### src/rtl/core_ctrl_pkg.sv
// Shared definitions for the core instruction sequencer: instruction layout,
// idle word, FSM state codes and default tile geometry.
package core_ctrl_pkg;

    localparam int INST_W       = 34;
    localparam int INST_LOAD    = 0;
    localparam int INST_EXECUTE = 1;
    localparam int INST_L0_WR   = 2;
    localparam int INST_L0_RD   = 3;
    localparam int INST_IF_RD   = 4;
    localparam int INST_IF_WR   = 5;
    localparam int INST_OF_RD   = 6;
    localparam int INST_AX_LSB  = 7;
    localparam int INST_WEN_X   = 18;
    localparam int INST_CEN_X   = 19;
    localparam int INST_AP_LSB  = 20;
    localparam int INST_WEN_P   = 31;
    localparam int INST_CEN_P   = 32;
    localparam int INST_ACC     = 33;

    typedef struct packed {
        logic        acc;
        logic        cen_p;
        logic        wen_p;
        logic [10:0] a_p;
        logic        cen_x;
        logic        wen_x;
        logic [10:0] a_x;
        logic        ofifo_rd;
        logic        ififo_wr;
        logic        ififo_rd;
        logic        l0_rd;
        logic        l0_wr;
        logic        execute;
        logic        load;
    } inst_t;

    // Both SRAMs deselected, every strobe low.
    localparam inst_t IDLE_INST = 34'h1_800C_0000;

    localparam logic [3:0] S_IDLE   = 4'd0;
    localparam logic [3:0] S_W_L0   = 4'd1;
    localparam logic [3:0] S_W_LOAD = 4'd2;
    localparam logic [3:0] S_GAP1   = 4'd3;
    localparam logic [3:0] S_X_L0   = 4'd4;
    localparam logic [3:0] S_EXEC   = 4'd5;
    localparam logic [3:0] S_GAP2   = 4'd6;
    localparam logic [3:0] S_DRAIN  = 4'd7;
    localparam logic [3:0] S_ACC    = 4'd8;
    localparam logic [3:0] S_FIN    = 4'd9;

    localparam int COL_DEF      = 8;
    localparam int LEN_KIJ_DEF  = 9;
    localparam int LEN_NIJ_DEF  = 36;
    localparam int IW_DEF       = 6;
    localparam int KA_DEF       = 3;
    localparam int WGT_BASE_DEF = 11'h400;
    localparam int GAP_CYC_DEF  = 10;

endpackage

### src/rtl/core_ctrl_acc_addr.sv
// Psum accumulation address generator: walks output pixels o and kernel
// positions k, producing pmem read addresses and the delayed acc strobe.
module core_ctrl_acc_addr
    import core_ctrl_pkg::*;
#(
    parameter int LEN_KIJ = LEN_KIJ_DEF,
    parameter int LEN_NIJ = LEN_NIJ_DEF,
    parameter int IW      = IW_DEF,
    parameter int KA      = KA_DEF
) (
    input  logic        clk,
    input  logic        reset,
    input  logic        en,
    output logic        rd,
    output logic        acc,
    output logic [10:0] a_p,
    output logic        last
);

    localparam int OW  = IW - KA + 1;
    // 2 SFP-clear cycles, LEN_KIJ reads, trailing acc, one acc=0 cycle
    localparam int GRP = LEN_KIJ + 4;

    localparam logic [5:0] P_RD0  = 6'd2;
    localparam logic [5:0] P_RD1  = 6'(2 + LEN_KIJ);
    localparam logic [5:0] P_AC0  = 6'd3;
    localparam logic [5:0] P_AC1  = 6'(3 + LEN_KIJ);
    localparam logic [5:0] P_END  = 6'(GRP - 1);
    localparam logic [3:0] K_LAST = 4'(KA - 1);
    localparam logic [3:0] O_LAST = 4'(OW - 1);
    localparam logic [10:0] NIJ_A = 11'(LEN_NIJ);
    localparam logic [10:0] IW_A  = 11'(IW);

    logic [5:0] p;
    logic [3:0] orow;
    logic [3:0] ocol;
    logic [3:0] krow;
    logic [3:0] kcol;
    logic [3:0] k;

    assign rd   = (p >= P_RD0) && (p < P_RD1);
    assign acc  = (p >= P_AC0) && (p < P_AC1);
    assign last = (p == P_END) && (orow == O_LAST) && (ocol == O_LAST);

    assign a_p = 11'(k) * NIJ_A
               + (11'(orow) + 11'(krow)) * IW_A
               + 11'(ocol) + 11'(kcol);

    always_ff @(posedge clk or posedge reset) begin
        if (reset) begin
            p    <= '0;
            orow <= '0;
            ocol <= '0;
            krow <= '0;
            kcol <= '0;
            k    <= '0;
        end else if (!en) begin
            p    <= '0;
            orow <= '0;
            ocol <= '0;
            krow <= '0;
            kcol <= '0;
            k    <= '0;
        end else if (p == P_END) begin
            p    <= '0;
            krow <= '0;
            kcol <= '0;
            k    <= '0;
            if (ocol == O_LAST) begin
                ocol <= '0;
                orow <= orow + 4'd1;
            end else begin
                ocol <= ocol + 4'd1;
            end
        end else begin
            p <= p + 6'd1;
            if (rd) begin
                k <= k + 4'd1;
                if (kcol == K_LAST) begin
                    kcol <= '0;
                    krow <= krow + 4'd1;
                end else begin
                    kcol <= kcol + 4'd1;
                end
            end
        end
    end

endmodule

### src/rtl/core_ctrl_seq.sv
// Conv-pass sequencer driving the registered 34-bit core instruction bus.
// Optional psum accumulation phase enabled by defining ACC_PHASE_EN.
module core_ctrl_seq
    import core_ctrl_pkg::*;
#(
    parameter int COL      = COL_DEF,
    parameter int LEN_KIJ  = LEN_KIJ_DEF,
    parameter int LEN_NIJ  = LEN_NIJ_DEF,
    parameter int WGT_BASE = WGT_BASE_DEF,
    parameter int GAP_CYC  = GAP_CYC_DEF
) (
    input  logic        clk,
    input  logic        reset,
    input  logic        start,
    input  logic        ofifo_valid,
    output logic [33:0] inst,
    output logic        busy,
    output logic        done,
    output logic [3:0]  kij_cnt
);

    localparam logic [7:0]  COL_T    = 8'(COL);
    localparam logic [7:0]  NIJ_T    = 8'(LEN_NIJ);
    localparam logic [7:0]  NIJ_LAST = 8'(LEN_NIJ - 1);
    localparam logic [7:0]  GAP_LAST = 8'(GAP_CYC - 1);
    localparam logic [3:0]  KIJ_LAST = 4'(LEN_KIJ - 1);
    localparam logic [10:0] COL_A    = 11'(COL);
    localparam logic [10:0] NIJ_A    = 11'(LEN_NIJ);
    localparam logic [10:0] WGT_A    = 11'(WGT_BASE);

    logic [3:0] state;
    logic [3:0] state_d;
    logic [7:0] t;
    logic [7:0] t_d;
    logic [3:0] kij;
    logic [3:0] kij_d;
    inst_t      inst_q;
    inst_t      inst_d;

`ifdef ACC_PHASE_EN
    logic        acc_rd;
    logic        acc_bit;
    logic [10:0] acc_ap;
    logic        acc_last;

    core_ctrl_acc_addr #(
        .LEN_KIJ(LEN_KIJ),
        .LEN_NIJ(LEN_NIJ),
        .IW     (IW_DEF),
        .KA     (KA_DEF)
    ) u_acc_addr (
        .clk  (clk),
        .reset(reset),
        .en   (state == S_ACC),
        .rd   (acc_rd),
        .acc  (acc_bit),
        .a_p  (acc_ap),
        .last (acc_last)
    );
`endif

    assign inst    = inst_q;
    assign busy    = (state != S_IDLE) && (state != S_FIN);
    assign done    = (state == S_FIN);
    assign kij_cnt = kij;

    always_comb begin
        state_d = state;
        t_d     = t + 8'd1;
        kij_d   = kij;
        inst_d  = IDLE_INST;
        unique case (state)
            S_IDLE: begin
                t_d   = '0;
                kij_d = '0;
                if (start) begin
                    state_d = S_W_L0;
                end
            end
            S_W_L0: begin
                if (t < COL_T) begin
                    inst_d.cen_x = 1'b0;
                    inst_d.a_x   = WGT_A + 11'(kij) * COL_A + 11'(t);
                end
                inst_d.l0_wr = (t != 8'd0);
                if (t == COL_T) begin
                    state_d = S_W_LOAD;
                    t_d     = '0;
                end
            end
            S_W_LOAD: begin
                inst_d.l0_rd = (t < COL_T);
                inst_d.load  = (t != 8'd0);
                if (t == COL_T) begin
                    state_d = S_GAP1;
                    t_d     = '0;
                end
            end
            S_GAP1: begin
                if (t == GAP_LAST) begin
                    state_d = S_X_L0;
                    t_d     = '0;
                end
            end
            S_X_L0: begin
                if (t < NIJ_T) begin
                    inst_d.cen_x = 1'b0;
                    inst_d.a_x   = 11'(t);
                end
                inst_d.l0_wr = (t != 8'd0);
                if (t == NIJ_T) begin
                    state_d = S_EXEC;
                    t_d     = '0;
                end
            end
            S_EXEC: begin
                inst_d.l0_rd   = (t < NIJ_T);
                inst_d.execute = (t != 8'd0);
                if (t == NIJ_T) begin
                    state_d = S_GAP2;
                    t_d     = '0;
                end
            end
            S_GAP2: begin
                if (t == GAP_LAST) begin
                    state_d = S_DRAIN;
                    t_d     = '0;
                end
            end
            S_DRAIN: begin
                t_d = t;
                // Without a full OFIFO row the write is skipped and t holds.
                if (ofifo_valid) begin
                    inst_d.ofifo_rd = 1'b1;
                    inst_d.cen_p    = 1'b0;
                    inst_d.wen_p    = 1'b0;
                    inst_d.a_p      = 11'(kij) * NIJ_A + 11'(t);
                    t_d             = t + 8'd1;
                    if (t == NIJ_LAST) begin
                        t_d = '0;
                        if (kij == KIJ_LAST) begin
`ifdef ACC_PHASE_EN
                            state_d = S_ACC;
`else
                            state_d = S_FIN;
`endif
                        end else begin
                            kij_d   = kij + 4'd1;
                            state_d = S_W_L0;
                        end
                    end
                end
            end
`ifdef ACC_PHASE_EN
            S_ACC: begin
                t_d          = '0;
                inst_d.cen_p = ~acc_rd;
                inst_d.a_p   = acc_rd ? acc_ap : 11'd0;
                inst_d.acc   = acc_bit;
                if (acc_last) begin
                    state_d = S_FIN;
                end
            end
`endif
            S_FIN: begin
                t_d     = '0;
                kij_d   = '0;
                state_d = S_IDLE;
            end
            default: begin
                t_d     = '0;
                kij_d   = '0;
                state_d = S_IDLE;
            end
        endcase
    end

    always_ff @(posedge clk or posedge reset) begin
        if (reset) begin
            state  <= S_IDLE;
            t      <= '0;
            kij    <= '0;
            inst_q <= IDLE_INST;
        end else begin
            state  <= state_d;
            t      <= t_d;
            kij    <= kij_d;
            inst_q <= inst_d;
        end
    end

endmodule
### config.mk
export PLATFORM = sky130hd
export DESIGN_NAME = core_ctrl_seq
export DESIGN_NICKNAME = d
export VERILOG_FILES = /design/src/rtl/core_ctrl_pkg.sv /design/src/rtl/core_ctrl_acc_addr.sv /design/src/rtl/core_ctrl_seq.sv
export SDC_FILE = /design/constraint.sdc
export NUM_CORES = 1
export LEC_CHECK = 0
export BUFFER_PORTS_ARGS = -buffer_cell sky130_fd_sc_hd__clkbuf_2
export CORE_AREA = 2 2 74 76
export CTS_BUF_LIST = sky130_fd_sc_hd__clkbuf_2
export CTS_CLUSTER_DIAMETER = 40
export DETAILED_ROUTE_END_ITERATION = 6
export DIE_AREA = 0 0 76 78
export MAX_ROUTING_LAYER = met4
export PLACE_DENSITY = 0.73
export SYNTH_ARGS = -nofsm -noshare
export SYNTH_HDL_FRONTEND = slang
export SYNTH_SLANG_ARGS = --single-unit
### constraint.sdc
create_clock -name clk -period 4.7 [get_ports clk]
set_clock_uncertainty 0.2 [all_clocks]
set_input_delay 0.235 -clock clk [delete_from_list [all_inputs] [get_ports clk]]
set_output_delay 0.235 -clock clk [all_outputs]
set_load 0.01 [all_outputs]
Yosys cells after proc, flatten, opt, wreduce, memory -nomap -nowiden
Cells that the tools add are included.
{"block": "op_classes", "n_addsub": 5, "n_mul": 1, "n_div": 0, "n_lt_le_gt_ge": 2, "n_eq_ne": 24, "n_shift": 0, "muxes": 35, "bitwise": 1, "n_reduce_logical": 11}
{"op": "$mux W4", "n": 13}
{"op": "$mux W8", "n": 6}
{"op": "$pmux W4 S8", "n": 1}
{"op": "$pmux W8 S4", "n": 1}
{"op": "$mux W13", "n": 2}
{"op": "$pmux W11 S2", "n": 1}
{"op": "$ne A2 B2 Y1 const B", "n": 10}
{"op": "$eq A4 B3 Y1 const B", "n": 4}
{"op": "$eq A8 B4 Y1 const B", "n": 2}
{"op": "$eq A8 B6 Y1 const B", "n": 2}
{"op": "$add A10 B8 Y11", "n": 1}
{"op": "$add A11 B7 Y11 const A", "n": 1}
{"op": "$add A11 B8 Y11", "n": 1}
{"op": "$mux W11", "n": 1}
{"op": "$reduce_and A9 Y1", "n": 1}
{"op": "$add A8 B1 Y8 const B", "n": 1}
{"op": "$eq A4 B2 Y1 const B", "n": 2}
{"op": "$eq A4 B4 Y1 const B", "n": 2}
{"op": "$lt A8 B4 Y1 const B", "n": 1}
{"op": "$lt A8 B6 Y1 const B", "n": 1}
{"op": "$mul A4 B4 Y8 const B", "n": 1}
{"op": "$pmux W4 S2", "n": 1}
{"op": "$reduce_bool A8 Y1", "n": 1}
{"op": "$reduce_or A2 Y1", "n": 4}
{"op": "other kinds (11)", "n": 18}
{"block": "word_totals", "reg_bits": 46, "latch_bits": 0, "ram_bits": 0, "mem_bits_ro": 0, "in_bits": 4, "out_inout_bits": 40, "word_cells": 92, "memories": 0}

Longest topological paths before layout
Gate-level depths: netlist (run 1).
{"block": "logic_depth", "word_depth": 5, "depth_mapped": 8, "mapped_depth_nobuf": 8}

Worst setup path before layout (run 1)
OpenSTA, ideal clock, no wires.
{"block": "synth_timing", "path_type": "register to register", "start": "register kij[0] (netlist: kij_cnt[0])", "end": "register inst_q, in the netlist inst[29]", "setup_time_ps": 79, "arrival_time_ps": 2027, "required_time_ps": 4421, "setup_slack_ps": 2394, "stages_incl_launch_ff": 9, "path_buffers": 0, "period_less_slack_ps": 2306, "path_cell_list": "dfrtp_1 > ha_1 > ha_1 > ha_1 > ha_1 > nor2b_1 > nor2_1 > a211oi_1 > mux2i_1"}
{"item": "from (decl)", "line": "core_ctrl_seq.sv:35", "rtl": "logic [3:0] kij;"}
{"item": "from (signal assigned)", "line": "core_ctrl_seq.sv:187", "rtl": "kij <= kij_d;"}
{"item": "to (signal assigned)", "line": "core_ctrl_seq.sv:188", "rtl": "inst_q <= inst_d;"}
{"item": "to (decl)", "line": "core_ctrl_seq.sv:37", "rtl": "inst_t inst_q;"}

==> impl_metrics.tcl, run 1 <==
set metrics [dict create \
    syn2layout_area_growth_pct 11.3 \
    viasPerCell 5.36 \
    dp_slack_ns 2.25 \
    cts.repair.resized 0 \
    synth_flop_cell "dfrtp_1" \
    critPathTopFamily "adder cells" \
    wirelength_um 5350 \
    worst_path_most_repeated_cell "ha_1" \
    max_clock_freq_mhz 395 \
    setup_tns_ns 0 \
    fp-row-count 26 \
    clk_path_buf_depth 2 \
    fin_area_mm2 0.00288 \
    power_density_mw_per_mm2 490 \
    placed_cell_area_mm2 0.00279 \
    worstMarginPinSlew_ns 0.806 \
    grt_max_degree 26 \
    drive_gt1_frac 0.197 \
    final-max-slew-violation-count 0 \
    core-area_mm2 0.00504 \
    drc_errors 0 \
    synth.ff_latch_count 44 \
    nNetsFinal 328 \
    syn_area_mm2 0.00258 \
    slowest_delay_ns 0.51 \
    status "finished clean" \
    cts_root_buf "clkbuf_2" \
    crit_type "reg -> reg" \
    yosysSeqAreaShare 0.427 \
    netlist_top_cells_count "42 x dfrtp_1, 20 x nor2_1, 19 x ha_1" \
    crit_buf_inv 0 \
    synth_top_area_share 0.407 \
    grt_first_pass_wirelength_um 8870 \
    fill_cells 449 \
    grt_pass1_vias 1799 \
    grt_use_total 0.194 \
    critical_path.startpoint_type "flop" \
    ys_warn_count 0 \
    cp-end-kind "flop" \
    diodes 0 \
    cts_tree "yes" \
    clk_pin_slew_ns 0.23 \
    synth.area.top_cells "dfrtp_1 41%, ha_1 9.2%, o21ai_0 3.1%" \
    crit_chain "ha_1 > ha_1 > ha_1 > ha_1 > nor2b_1 > nor2_1 > a211oi_1 > mux2i_1" \
    fin_ws_ns 2.17 \
    syn_inst 267 \
    setup_viol 0 \
    cp.required_ns 4.84 \
    relSlewSlack 0.462 \
    timing.final.crit_period_ns 2.53 \
    synth.distinct_cells 53 \
    synth_edf_count 0 \
    fin_crit_sh 0.539 \
    cp_slowest_cell "dfrtp_1" \
    gp_congestion 0.866 \
    dr.pass1.iters 4 \
    vias 2004 \
    register_area_mm2 0.00110 \
    rsz0062_at_grt "false" \
    multi_input_area_mm2 0.00134 \
    peakVddDrop_mv 0.379 \
    worstHoldPathType "in -> reg" \
    numCtsBuffers 5 \
    ant_nets 0 \
    antenna_found_initial 0 \
    insertion_delay_ns 0.42 \
    io_pins 44 \
    hold_viol_final 0 \
    io_buffer_count 38 \
    cts_setup_buffers 0 \
    syn_avg_cell_area_um2 9.68 \
    crit_path_max_fanout 7 \
    drt_iter0_drc 146 \
    ctsHoldBuffers 2 \
    initial_core_util 0.513 \
    synth_most_common_cell "dfrtp_1" \
    die_area_mm2 0.00593 \
    clock_sinks 44 \
    die_h_um 78 \
    htree_levels 2 \
    maxCapViolCount 0 \
    overflow 0 \
    worst-endpoint-arrival_ns 2.68 \
    die_x_um 76 \
    power_leakage_nw 1.39 \
    dpl.hpwl_um 3850 \
    yosys.area.top_type "dfrtp_1" \
    routedWlPerCell_um 14.3 \
    async_reset_ff_frac 1.00 \
]
[cell usage in the layout, fill, tap and decap left out, types with 4 or more instances in the layout]
master and instances:
clkbuf_2 44, nand2_1 16, ha_1 19, and2_1 6, o21ai_0 16, a21oi_1 9
nor2b_1 4, nand2b_1 6, inv_1 17, nor3_1 11, a211oi_1 4, a21o_1 4
nor3b_1 4, nand3_1 8, dfrtp_1 42, conb_1 6, nor2_1 20, or3_1 6
xnor2_1 7
[per-layer routing]
layer / global-route usage / vias to the layer above / share of wire
li1: - / 1005 / -
met1: 0.270 / 936 / 0.46
met2: 0.290 / 54 / 0.48
met3: 0.0279 / 9 / 0.045
met4: 0.0764 / 0 / 0.018
met5: - / - / 0
[final cells by class]
cell class | instances | share of cell area
multi-input cells | 193 | 0.464
flip-flops and latches | 44 | 0.384
repair buffers | 41 | 0.0757
well taps | 70 | 0.0304
inverters | 18 | 0.0235
clock inverters | 2 | 0.0122
clock buffers | 6 | 0.0104
[worst register-to-register path, cell delays in order (launching register included)]
cell and delay (ns):
dfrtp_1 0.51, ha_1 0.24, ha_1 0.20, ha_1 0.33, ha_1 0.32, nor2b_1 0.13
nor2_1 0.05, a211oi_1 0.26, mux2i_1 0.23
[worst paths after layout]
| kind | cells past startpoint | to | slack, ns | from |
|---|---|---|---|---|
| setup reg to reg | 8 | inst[29] | 2.17 | kij_cnt[0] |
| min in group asynchronous | 3 | kij_cnt[2] | 0.27 | reset |
| hold / removal | 4 | state[3] | 0.12 | start |
| max in group asynchronous | 4 | inst[19] | 3.16 | reset |
| hold reg to reg | 2 | t[1] | 0.40 | t[1] |
| setup / recovery | 8 | inst[29] | 2.17 | kij_cnt[0] |
[logic make-up (layout without fill, tap and decap cells)]
kind of cell,count (synthesis),after routing,synth area share
simple gates,104,104,0.223
compound gates,50,50,0.135
flops,44,44,0.427
buf+inv,34,67,0.0624
fa+ha+maj,21,21,0.107
xor+xnor,9,9,0.0305
mux,3,3,0.0121
other cells,2,6,0.00291
[where the power goes]
| group | total (mW) | switching (mW) | internal (mW) | leakage (nW) |
|---|---|---|---|---|
| sequential | 0.561 | 0.106 | 0.455 | 0.586 |
| combinational | 0.635 | 0.387 | 0.248 | 0.766 |
| clock | 0.213 | 0.122 | 0.0914 | 0.0430 |
| total | 1.41 | 0.614 | 0.794 | 1.39 |
[sequential cells by signal, indices dropped and copies added, names as in the netlist]
name     cells
kij_cnt      4
inst        28
state        4
t            8
[metrics by stage]
step	hold slack (ns)	power, mW	cells	utilization
floorplan	0.129	1.04	271	-
global placement	0.225	1.18	364	0.554
detailed placement	0.223	1.19	364	0.554
CTS	0.122	1.42	374	0.570
global route	0.161	1.52	374	0.570
finish	0.119	1.41	374	0.570
Note: power is estimated with default switching activity, not from simulation.
==> run 2, diff against run 1 <==
ABC_AREA = 1   (was default)
CORE_AREA = 2 2 73 75   (was 2 2 74 76)
DIE_AREA = 0 0 75 77   (was 0 0 76 78)
PLACE_DENSITY = 0.74   (was 0.73)
clock period = 2.6 ns   (was 4.7 ns; I/O delays follow)
==> impl_metrics.tcl, run 2 <==
set metrics [dict create \
    status "finished clean" \
    drc_errors 0 \
    ys_warn_count 0 \
    htree_levels 2 \
    gr-usage-met2 0.296 \
    cts.repair.resized 0 \
    grt_use_total 0.203 \
    grt_first_pass_wirelength_um 8790 \
    async_reset_ff_frac 1.00 \
    cts_setup_buffers 0 \
    fp-row-count 26 \
    final_cell_mix "62 x nand2_1, 43 x clkbuf_2, 42 x dfrtp_1" \
    die_x_um 75 \
    crit_chain "ha_1 > ha_1 > ha_1 > ha_1 > a21oi_1 > o21ai_0 > inv_1 > nand2_1 > a21oi_1" \
    hold_viol_final 0 \
    timing.final.crit_period_ns 2.40 \
    clk_path_buf_depth 2 \
    grt_pass1_vias 1901 \
    drt_iter0_drc 110 \
    cp-end-kind "flop" \
    dp_slack_ns 0.278 \
    critPathTopFamily "adder cells" \
    synth_top_area_share 0.414 \
    syn_inst 310 \
    drive_gt1_frac 0.197 \
    setup_tns_ns 0 \
    synth.distinct_cells 37 \
    dr.pass1.iters 4 \
    grt_max_degree 27 \
    crit_buf_inv 1 \
    diodes 0 \
    gp_congestion 0.889 \
    clock_sinks 44 \
    register_area_mm2 0.00110 \
    worstHoldPathType "in -> async" \
    busiest_layer "met2" \
    nNetsFinal 380 \
    fin_crit_sh 0.921 \
    viasPerCell 4.90 \
    overflow 0 \
    syn_avg_cell_area_um2 8.19 \
    layout_commonest_cell "nand2_1" \
    antenna_found_initial 0 \
    insertion_delay_ns 0.43 \
    die_h_um 77 \
    met1_usage 0.279 \
    crit_type "reg -> reg" \
    syn2layout_area_growth_pct 13.8 \
    slowest_delay_ns 0.55 \
    syn_area_mm2 0.00254 \
    yosysSeqAreaShare 0.435 \
    largest_reg_flops 28 \
    vias 2088 \
    synth_most_common_cell "nand2_1" \
    cp_slowest_cell "dfrtp_1" \
    critical_path.startpoint_type "flop" \
    netlist_top_cells_count "62 x nand2_1, 42 x dfrtp_1, 41 x inv_1" \
    initial_core_util 0.510 \
    fill_cells 478 \
    wirelength_um 5240 \
    worstMarginPinSlew_ns 0.723 \
    yosys.area.top_type "dfrtp_1" \
    power_leakage_nw 1.58 \
    routedWlPerCell_um 12.3 \
    final-max-slew-violation-count 0 \
    worst-endpoint-arrival_ns 2.55 \
    multi_input_area_mm2 0.00121 \
    grtUsageMet3 0.0460 \
    max_clock_freq_mhz 418 \
    ctsHoldBuffers 3 \
    relSlewSlack 0.515 \
    setup_viol 0 \
    numCtsBuffers 5 \
    clk_pin_slew_ns 0.25 \
    maxCapViolCount 0 \
    ant_nets 0 \
    worst_path_most_repeated_cell "ha_1" \
    fin_ws_ns 0.205 \
    rsz0062_at_grt "false" \
    cts_tree "yes" \
    synth.ff_latch_count 44 \
    peakVddDrop_mv 0.633 \
    synth.area.top_cells "dfrtp_1 41%, ha_1 9.4%, nand2_1 9.2%" \
    cts_root_buf "clkbuf_2" \
    synth_edf_count 0 \
    io_pins 44 \
    power_density_mw_per_mm2 757 \
    crit_path_max_fanout 9 \
    dpl.hpwl_um 3900 \
    core-area_mm2 0.00498 \
    cp.required_ns 2.75 \
    synth_flop_cell "dfrtp_1" \
    die_area_mm2 0.00578 \
    io_buffer_count 38 \
]
-- run 2: cell types whose count changed in the layout (fill, tap and decap cells not counted), sizes merged, moves of 6 or more --
cell    change
nand2      +50
inv        +29
nor2       +22
a21oi      +13
nor3       -12
nand3       +9
xnor2       -7
and2        -6
nand2b      -6
or3         -6
-- run 2: cell type report --
cell class	instances	area share
clock buffer	5	0.00866
timing repair buffer	43	0.0814
multi-input combinational	214	0.421
inverter	47	0.0611
clock inverter	3	0.0160
sequential	44	0.382
tap	70	0.0303
-- run 2: cell families after synthesis --
family / after synthesis / share of synthesized area
AOI/OAI and AO/OA: 49 / 0.105
xor gates and xnor gates: 1 / 0.00345
and+or+nand+nor: 137 / 0.252
other: 2 / 0.00296
DFF: 44 / 0.435
adders and majority gates: 21 / 0.109
buffers and inverters: 56 / 0.0927
-- run 2: worst register-to-register path: stages (launching register included) --
cell     delay, ns
dfrtp_1       0.55
ha_1          0.26
ha_1          0.20
ha_1          0.30
ha_1          0.32
a21oi_1       0.14
o21ai_0       0.11
inv_1         0.08
nand2_1       0.05
a21oi_1       0.12
-- run 2: final timing paths --
kind | endpoint | slack [ns] | cells past startpoint | startpoint
worst max-delay path | inst[28] | 0.20 | 9 | kij_cnt[0]
worst min-delay path | state[3] | 0.01 | 3 | reset
worst max register to register | inst[28] | 0.20 | 9 | kij_cnt[0]
worst min register to register | state[0] | 0.42 | 2 | state[0]
max in group asynchronous | inst[19] | 1.41 | 4 | reset
min in group clk | inst[22] | 0.23 | 4 | ofifo_valid
-- run 2: metrics by stage --
step           hold slack (ns)  instances  cell area, um^2   util  total power, mW
2_1_floorplan           0.0432        314             2550      -             1.56
3_3_place_gp           -0.0339        415             2790  0.560             1.78
3_5_place_dp           -0.0265        415             2790  0.560             1.79
4_1_cts                 0.0122        426             2890  0.580             2.20
5_1_grt                 0.0292        426             2890  0.580             2.36
6_report                0.0129        426             2890  0.580             2.19
-- run 2: layer usage --
layer  wire, um  vias up
met1       2490      960
met2       2450       46
li1           -     1076
met5          0        -
met4         62        0
met3        234        6
-- run 2: report_power, final --
| group | internal (mW) | leakage [nW] | switching (mW) |
|---|---|---|---|
| Sequential | 0.791 | 0.594 | 0.0833 |
| Combinational | 0.300 | 0.944 | 0.611 |
| Clock | 0.166 | 0.0396 | 0.236 |
==> run 3, diff against run 2 <==
CAP_MARGIN = 0   (was default)
SETUP_SLACK_MARGIN = 0.5   (was default)
==> impl_metrics.tcl, run 3 (synthesis gave the netlist of run 2 again) <==
set metrics [dict create \
    status "finished clean" \
    clk_pin_slew_ns 0.25 \
    fin_cells 432 \
    crit_path_max_fanout 5 \
    cp.required_ns 2.74 \
    die_area_mm2 0.00578 \
    overflow 0 \
    viasPerCell 4.97 \
    insertion_delay_ns 0.44 \
    wirelength_um 5460 \
    setup_viol 0 \
    fp-row-count 26 \
    grt_pass1_vias 1980 \
    dr.pass1.iters 4 \
    power_mw 2.11 \
    layout_commonest_cell "nand2_1" \
    core-area_mm2 0.00498 \
    fin_area_mm2 0.00303 \
    routedWlPerCell_um 12.6 \
    worst_hold_slack_ns 0.105 \
    max_clock_freq_mhz 469 \
    io_pins 44 \
    cts_root_buf "clkbuf_2" \
    grt_max_degree 45 \
    power_density_mw_per_mm2 694 \
    drive_gt1_frac 0.285 \
    maxCapViolCount 0 \
    worst-endpoint-arrival_ns 2.27 \
    dpl.hpwl_um 3970 \
    die_h_um 77 \
    io_buffer_count 38 \
    antenna_found_initial 0 \
    worstMarginPinSlew_ns 0.538 \
    drc_errors 0 \
    final_util 0.610 \
    htree_levels 2 \
    ant_nets 0 \
    clk_path_buf_depth 2 \
    syn2layout_area_growth_pct 19.5 \
    dp_slack_ns 0.409 \
    relSlewSlack 0.641 \
    clock_sinks 44 \
    power_leakage_nw 1.58 \
    fill_cells 465 \
    cp-end-kind "flop" \
    grt_use_total 0.206 \
    drt_iter0_drc 102 \
    diodes 0 \
    rsz0062_at_grt "true" \
    hold_viol_final 0 \
    fin_ws_ns 0.466 \
    fin_crit_sh 0.821 \
    timing.final.crit_period_ns 2.13 \
    worstHoldPathType "in -> async" \
    peakVddDrop_mv 0.528 \
    nNetsFinal 386 \
    largest_reg_flops 28 \
    cts_tree "yes" \
    placed_cell_area_mm2 0.00282 \
    crit_type "reg -> reg" \
    setup_tns_ns 0 \
    critical_path.startpoint_type "flop" \
    grt_first_pass_wirelength_um 8990 \
    placed_cells 415 \
    vias 2146 \
    numCtsBuffers 5 \
    gp_congestion 0.899 \
    final_cell_mix "61 x nand2_1, 43 x clkbuf_2, 37 x dfrtp_1" \
    die_x_um 75 \
    initial_core_util 0.510 \
    final-max-slew-violation-count 0 \
]
run 3: changes by cell type in the layout (fill, tap and decap cells not counted), sizes merged:
cell	delta
buf	+6
clkinv	+1
clkinvlp	+1
bufinv	-1
inv	-1
run 3: worst paths after layout:
check	startpoint	end	slack, ns	cells past startpoint
worst max-delay path	kij_cnt[0]	inst[29]	0.47	10
worst min-delay path	reset	t[5]	0.11	4
worst max register to register	kij_cnt[0]	inst[29]	0.47	10
worst min register to register	t[1]	inst[21]	0.40	2
max in group asynchronous	reset	t[2]	1.68	4
min in group clk	ofifo_valid	inst[22]	0.21	4
run 3: area by class of cell:
class	instances	area [um^2]	area share
Clock buffer	5	25.0	0.00825
Sequential cell	44	1110	0.366
Tap cell	70	87.6	0.0289
Inverter	47	179	0.0590
Multi-Input combinational cell	214	1330	0.440
Clock inverter	3	18.8	0.00619
Timing Repair Buffer	49	280	0.0924
run 3: what timing repair did:
item / in CTS / in global routing
setup endpoints to repair: 4 / 9
pin swaps: 4 / 8
hold buffers: 3 / 0
hold endpoints to repair: 56 / 0
resized for setup: 5 / 23
setup buffers: 4 / 2
run 3: routing by layer:
metal,vias to the layer above,GRT usage,share of wire
met2,32,0.325,0.49
met4,0,0.0696,0.024
met5,-,-,0
met1,1014,0.265,0.45
met3,13,0.0368,0.028
li1,1087,-,-
run 3: where the power goes:
part	leakage, nW	switching (mW)	internal [mW]
registers	0.586	0.0838	0.794
logic	0.968	0.612	0.318
clock network	0.0226	0.236	0.0620
run 3: worst max-delay path, cell delays in order (launching register included):
cell     delay, ns
dfrtp_2       0.52
ha_4          0.18
ha_4          0.16
ha_4          0.27
ha_4          0.20
inv_4         0.06
nor2_4        0.04
a22oi_2       0.19
nand3_2       0.09
nand2_1       0.07
nor2_1        0.05
